`config.mk`:
```
export PLATFORM = sky130hd
export DESIGN_NAME = isr_arbiter
export DESIGN_NICKNAME = d
export VERILOG_FILES = /design/src/rtl/isr_arbiter.sv
export SDC_FILE = /design/constraint.sdc
export NUM_CORES = 1
export LEC_CHECK = 0
export CORE_AREA = 2 2 155 157
export CTS_BUF_LIST = sky130_fd_sc_hd__clkbuf_2
export DETAILED_ROUTE_END_ITERATION = 16
export DIE_AREA = 0 0 157 159
export GPL_ROUTABILITY_DRIVEN = 0
export HOLD_SLACK_MARGIN = 0.03
export PLACE_DENSITY_LB_ADDON = 0.15
export SYNTH_ARGS = -nofsm -noshare
export SYNTH_HDL_FRONTEND = slang
export SYNTH_SLANG_ARGS = --single-unit
```
`constraint.sdc`:
```
create_clock -name clock -period 3.9 [get_ports clock]
set_clock_uncertainty 0.15 [all_clocks]
set_input_delay 0.585 -clock clock [delete_from_list [all_inputs] [get_ports clock]]
set_output_delay 0.585 -clock clock [all_outputs]
set_load 0.005 [all_outputs]
```
`src/rtl/isr_arbiter.sv`:
```
// isr_arbiter: round-robin sharing of one integer square-root unit among NUM_REQ requesters,
// with a done watchdog and a one-cycle acknowledge carrying the root back to the winner.
module isr_arbiter #(
   parameter int NUM_REQ = 4,
   parameter int TIMEOUT = 1024
) (
   input  logic                       clock,
   input  logic                       reset,
   input  logic [NUM_REQ-1:0]         req,
   input  logic [64*NUM_REQ-1:0]      req_value,
   output logic [NUM_REQ-1:0]         ack,
   output logic [31:0]                resp_result,
   output logic                       resp_timeout,
   output logic                       busy,
   output logic [$clog2(NUM_REQ)-1:0] grant_id,
   output logic                       isr_reset,
   output logic [63:0]                isr_value,
   input  logic [31:0]                isr_result,
   input  logic                       isr_done
);
   localparam int IW = $clog2(NUM_REQ);
   localparam int CW = $clog2(TIMEOUT);
   typedef enum logic [2:0] {IDLE, LOAD, SETTLE, WAIT, RESP} state_t;
   state_t state, state_next;
   logic [IW-1:0] last_grant, last_grant_next, grant_next, pick, idx;
   logic found;
   logic [63:0] value_next;
   logic [31:0] result_next;
   logic timeout_next;
   logic [CW-1:0] watchdog, watchdog_next;
   // scan downward so the requester closest after last_grant wins
   always_comb begin
      pick = last_grant;
      found = 1'b0;
      idx = '0;
      for (int i = NUM_REQ; i >= 1; i--) begin
         idx = IW'((int'(last_grant) + i) % NUM_REQ);
         if (req[idx]) begin
            pick = idx;
            found = 1'b1;
         end
      end
   end
   always_comb begin
      state_next = state;
      grant_next = grant_id;
      last_grant_next = last_grant;
      value_next = isr_value;
      result_next = resp_result;
      timeout_next = resp_timeout;
      watchdog_next = watchdog;
      case (state)
         IDLE: if (found) begin
            state_next = LOAD;
            grant_next = pick;
            value_next = req_value[{pick, 6'd0} +: 64];
         end
         LOAD: state_next = SETTLE;
         SETTLE: begin
            watchdog_next = '0;
            state_next = WAIT;
         end
         WAIT: if (isr_done) begin
            result_next = isr_result;
            timeout_next = 1'b0;
            state_next = RESP;
         end else if (watchdog == CW'(TIMEOUT - 1)) begin
            result_next = '0;
            timeout_next = 1'b1;
            state_next = RESP;
         end else begin
            watchdog_next = watchdog + 1'b1;
         end
         RESP: begin
            last_grant_next = grant_id;
            state_next = IDLE;
         end
         default: state_next = IDLE;
      endcase
   end
   always_ff @(posedge clock or posedge reset) begin
      if (reset) begin
         state <= IDLE;
         grant_id <= '0;
         last_grant <= IW'(NUM_REQ - 1);
         isr_value <= '0;
         resp_result <= '0;
         resp_timeout <= 1'b0;
         watchdog <= '0;
      end else begin
         state <= state_next;
         grant_id <= grant_next;
         last_grant <= last_grant_next;
         isr_value <= value_next;
         resp_result <= result_next;
         resp_timeout <= timeout_next;
         watchdog <= watchdog_next;
      end
   end
   assign ack = (state == RESP) ? NUM_REQ'(1) << grant_id : '0;
   assign busy = state != IDLE;
   assign isr_reset = reset | (state == LOAD);
endmodule

```
======== Word-level counts from Yosys, hierarchy flattened ========
Cells that the tools add are included.
word-level totals
  bits in registers ....................... 114
  bits of input ports ..................... 295
  word-level logic and storage cells ...... 64
operators by class
  add/subtract/negate cells ............... 5
  $lt $le $gt $ge ......................... 4
  equality and inequality tests ........... 9
  shift-type cells ........................ 2
  mux-type cells .......................... 28
  bitwise operators ....................... 1
  reductions and logical operators ........ 8
operators by type and width
  kind                                                                           number
  256-bit by 9-bit variable part select with 64-bit output                       1
  32-bit two-way mux                                                             2
  10-bit two-way mux                                                             2
  10-bit one-hot mux with 2 select lines                                         1
  2-bit by 3-bit less-than comparator with 1-bit output (second input constant)  4
  3-bit one-hot mux with 4 select lines                                          1
  10-bit by 1-bit adder with 10-bit output (second input constant)               1
  10-bit equality test (second input constant)                                   1
  1-bit two-way mux                                                              10
  3-bit two-way mux                                                              3
  1-bit binary-select mux with 2-bit select                                      4
  2-bit two-way mux                                                              4
  3-bit by 2-bit equality test with 1-bit output (second input constant)         2
  2-bit != test (second input constant)                                          3
  2-bit AND reduction                                                            3
  2-bit by 1-bit adder with 2-bit output (second input constant)                 2
  2-bit adder (second input constant)                                            2
  4-bit two-way mux                                                              1
  2-bit nonzero test                                                             2
  1-bit by 2-bit << shifter with 4-bit output (first input constant)             1
  3-bit by 1-bit equality test with 1-bit output (second input constant)         1
  3-bit equality test (second input constant)                                    1
  3-bit logical NOT                                                              1
  3-bit != test (second input constant)                                          1
  other kinds (3)                                                                3

======== Longest topological paths before layout ========
  depth in word-level cells ............... 9
  gate-level depth with buffers ........... 8

======== Worst setup path after synthesis ========
OpenSTA, ideal clock, no wires.
  kind .................................... input port to output port
  from .................................... input reset
  to ...................................... output isr_reset
  arrival ................................. 3.403 ns
  slack ................................... -0.238 ns
  stages on the path ...................... 2
  cells stage by stage .................... inv_1 -> o21ai_0
on the way
  word-level cells in the longest chain between the ends .. 1
ends and longest elaborated chain
  item                line  RTL
  start: declaration  8     input logic reset,
  1-bit bitwise OR    102   assign isr_reset = reset | (state == LOAD);
  end: declaration    16    output logic isr_reset,
No other way between the ends.

======== Worst setup path in the final report ========
  from .................................... register state[1]
  to ...................................... output ack[0]
on the way
  word-level cells in the longest chain between the ends .. 2
ends and longest elaborated chain
  item                      line  RTL
  start: declaration        24    state_t state, state_next;
  start signal: assignment  91    state <= state_next;
  3-bit equality test       100   assign ack = (state == RESP) ? NUM_REQ'(1) << grant_id : '0;
  4-bit two-way mux         100
  end: declaration          11    output logic [NUM_REQ-1:0] ack,
No other way between the ends.

==> impl_metrics.tcl <==
set metrics [dict create \
    worst-slew-pin-transition_ps 929 \
    power_switching_w 0.00259 \
    worstSetupStartpointType "register" \
    cts.sinks 114 \
    postSynthCellCount 686 \
    gr-usage-all-layers 0.205 \
    synth_top_flop_cell "sky130_fd_sc_hd__dfrtp_1" \
    synth_top_area_share 0.416 \
    cts_made_buffers 17 \
    grt_start_max_net_pins 85 \
    crit-reg2reg-capture "isr_value[1]$_DFFE_PP0P_" \
    timing.hold.worst.start "isr_result[12]" \
    yosysWarningCount 0 \
    finalMaxSlewViolations 0 \
    r2r-start "state[0]$_DFFE_PP0P_" \
    die_width_um 157 \
    whs_ps 338 \
    clock_share_of_power 0.127 \
    max-cap-violations 0 \
    fin_setup_tns_ps 0 \
    io_buffers 399 \
    chipHeight_um 159 \
    syn_area_um2 6740 \
    synth.avg_cell_area_um2 9.83 \
    cts.clk_slew.worst_paths_ps 200 \
    postCtsHoldBufs 0 \
    synth_cell_type_count 36 \
    postRouteWirelength_um 26400 \
    synth-edff-count 0 \
    floorplan_row_count 56 \
    worstPathMaxFanout 8 \
    mappedNetlistNets 982 \
    comb_power_share 0.572 \
    antenna_left 0 \
    detail_route.vias_per_cell 4.82 \
    cts_repair_resize_count 0 \
    power_density_nw_per_um2 599 \
    net_sw_frac 0.384 \
    drt_drc_violations_left 0 \
    clock-root-buffer "sky130_fd_sc_hd__clkbuf_2" \
    outcome "finished, final reports clean" \
    cts_tree "done" \
    slew-limit-headroom 0.381 \
    post-synth-top-area-cell "sky130_fd_sc_hd__dfrtp_1" \
    drt-initial-drc-count 266 \
    fmaxAchievable_mhz 333 \
    min_delay_path_depth 2 \
    wl_per_cell_um 19.0 \
    floorplan.io_pins 400 \
    finalCritPeriodShare 0.770 \
    data_arrival_critical_path_ps 2270 \
    worst_skew_pair.late_latency_ps 670 \
    post_synthesis_async_set_or_reset_flop_share 1.00 \
    power.internal_w 0.00416 \
    min_path_type "in2reg" \
    finish.net_count 1351 \
    end_point_of_the_worst_hold_path "resp_result[12]$_DFFE_PP0P_" \
    number_of_endpoints_failing_setup_at_the_final_stage 0 \
    die_area_um2 25000 \
    place.detailed.hpwl_um 19600 \
    crit_path_end_kind "output pin" \
    worst_r2r_path_depth 6 \
    floorplan.initialDensity 0.291 \
    ff2ff_setup_slack_ps 1340 \
    vdd_drop_max_uv 291 \
    grt_first_pass_wirelength_um 39400 \
    ys_seq_elements 114 \
    grt_setup_unrepaired "no" \
    drt-pass1-iter-count 4 \
    critical_path_class "reg2out" \
    routed-via-count 6721 \
    ctsLongestPathBuffers 2 \
    synth.yosys.seq_area_share 0.423 \
    gr-total-overflow 0 \
    final_layout_size_suffix_gt1_frac 0.113 \
    final-hold-violation-count 0 \
    cts_max_level 4 \
    power.sequential.fraction 0.301 \
    antenna_violations_before_repair 7 \
    post-route-min-period_ps 3000 \
    critPathRequiredTime_ps 3160 \
    post-cts-setup-buffer-count 0 \
    first_global_vias 6763 \
    leakage_nw 4.34 \
    fillCellCount 2218 \
    core_area_um2 23200 \
    area_growth_syn_to_layout_pct 67.2 \
    dominant_cells_by_area_after_synthesis "sky130_fd_sc_hd__dfrtp_1 (42%), sky130_fd_sc_hd__mux2_2 (11%), sky130_fd_sc_hd__nand3_1 (9.9%)" \
]
metal layers:
layer	vias up	part of all wire	global-route usage
li1	3269	-	-
met1	3152	0.41	0.246
met2	260	0.48	0.345
met3	38	0.081	0.0618
met4	2	0.025	0.0776
met5	-	0.00042	0
kinds of logic after synthesis:
logic type,share of synthesized area
xor+xnor,0.00779
buf+inv,0.0562
mux,0.205
fa+ha+maj,0.00186
flops,0.423
simple gates,0.177
compound gates,0.129
cell usage after synthesis, types with 4 or more instances:
library cell,n
sky130_fd_sc_hd__buf_2,33
sky130_fd_sc_hd__buf_4,20
sky130_fd_sc_hd__nor3_1,4
sky130_fd_sc_hd__nand2b_1,5
sky130_fd_sc_hd__xor2_1,6
sky130_fd_sc_hd__nand3_1,133
sky130_fd_sc_hd__mux2i_1,66
sky130_fd_sc_hd__a22o_1,32
sky130_fd_sc_hd__clkbuf_1,12
sky130_fd_sc_hd__dfrtp_1,112
sky130_fd_sc_hd__nor2_1,16
sky130_fd_sc_hd__mux2_2,64
sky130_fd_sc_hd__o21ai_0,8
sky130_fd_sc_hd__o211ai_1,64
sky130_fd_sc_hd__nand2_1,79
layout make-up:
type                    count  area [um^2]  area share
repair buffers            416         4200       0.372
inverters                   3         15.0     0.00133
multi-input cells         503         3540       0.314
well taps                 319          399      0.0354
clock inverters            14          164      0.0145
diodes                      6         15.0     0.00133
clock buffers              18         90.1     0.00799
flip-flops and latches    114         2860       0.253
power by group through the flow:
stage	logic, W	registers [W]	clock network (W)
floorplan	0.00207	0.00205	0
global placement	0.00389	0.00206	0
detailed placement	0.00394	0.00205	0
CTS	0.00394	0.00204	0.000900
global route	0.00420	0.00210	0.000944
finish	0.00387	0.00203	0.000859
flip-flops by register name (all words and copies together) (netlist names):
| signal | cells |
|---|---|
| isr_value | 64 |
| resp_result | 32 |
| watchdog | 10 |
| state | 3 |
| grant_id | 2 |
| last_grant | 2 |
| resp_timeout | 1 |
how the worst max path moves through the flow:
| stage | start | end |
|---|---|---|
| 6_report | state[1]$_DFFE_PP0P_ | ack[0] |
| 5_1_grt | state[1]$_DFFE_PP0P_ | ack[0] |
| 4_1_cts | state[1]$_DFFE_PP0P_ | ack[0] |
| 3_5_place_dp | req[3] | isr_value[12]$_DFFE_PP0P_ |
| 3_3_place_gp | req[3] | isr_value[23]$_DFFE_PP0P_ |
| 2_1_floorplan | reset | isr_reset |
worst max-delay path, stage by stage, from the launching register on:
cell and delay (ps):
sky130_fd_sc_hd__dfrtp_1 490, sky130_fd_sc_hd__nor2_1 210, sky130_fd_sc_hd__nand2_1 170, sky130_fd_sc_hd__nor3_1 180, sky130_fd_sc_hd__clkdlybuf4s50_1 550
placed cells by master (no fill, tap or decap), types with 2 or more instances in the layout:
cell,instances
sky130_fd_sc_hd__a21oi_1,3
sky130_fd_sc_hd__a22o_1,32
sky130_fd_sc_hd__and2_1,2
sky130_fd_sc_hd__and3_1,2
sky130_fd_sc_hd__and4_1,2
sky130_fd_sc_hd__buf_12,6
sky130_fd_sc_hd__buf_4,11
sky130_fd_sc_hd__bufinv_16,3
sky130_fd_sc_hd__clkbuf_2,18
sky130_fd_sc_hd__clkdlybuf4s50_1,399
sky130_fd_sc_hd__clkinv_1,2
sky130_fd_sc_hd__clkinv_2,2
sky130_fd_sc_hd__clkinv_4,2
sky130_fd_sc_hd__clkinvlp_4,5
sky130_fd_sc_hd__dfrtp_1,112
sky130_fd_sc_hd__dfstp_2,2
sky130_fd_sc_hd__diode_2,6
sky130_fd_sc_hd__inv_1,2
sky130_fd_sc_hd__mux2_2,64
sky130_fd_sc_hd__mux2i_1,66
sky130_fd_sc_hd__nand2_1,79
sky130_fd_sc_hd__nand2b_1,3
sky130_fd_sc_hd__nand2b_2,2
sky130_fd_sc_hd__nand3_1,133
sky130_fd_sc_hd__nand4_1,2
sky130_fd_sc_hd__nor2_1,16
sky130_fd_sc_hd__nor3_1,4
sky130_fd_sc_hd__o211ai_1,64
sky130_fd_sc_hd__o21ai_0,8
sky130_fd_sc_hd__or3_1,2
sky130_fd_sc_hd__xor2_1,6
per-stage QoR:
step	setup slack [ps]	total power, W	cells	cell area, um^2	utilization
2_1_floorplan	637	0.00412	686	6750	-
3_3_place_gp	883	0.00595	1355	11000	0.475
3_5_place_dp	746	0.00599	1355	11000	0.475
4_1_cts	752	0.00688	1387	11300	0.485
5_1_grt	636	0.00724	1393	11300	0.486
6_report	896	0.00676	1393	11300	0.486
Note: power is estimated with default switching activity, not from simulation.
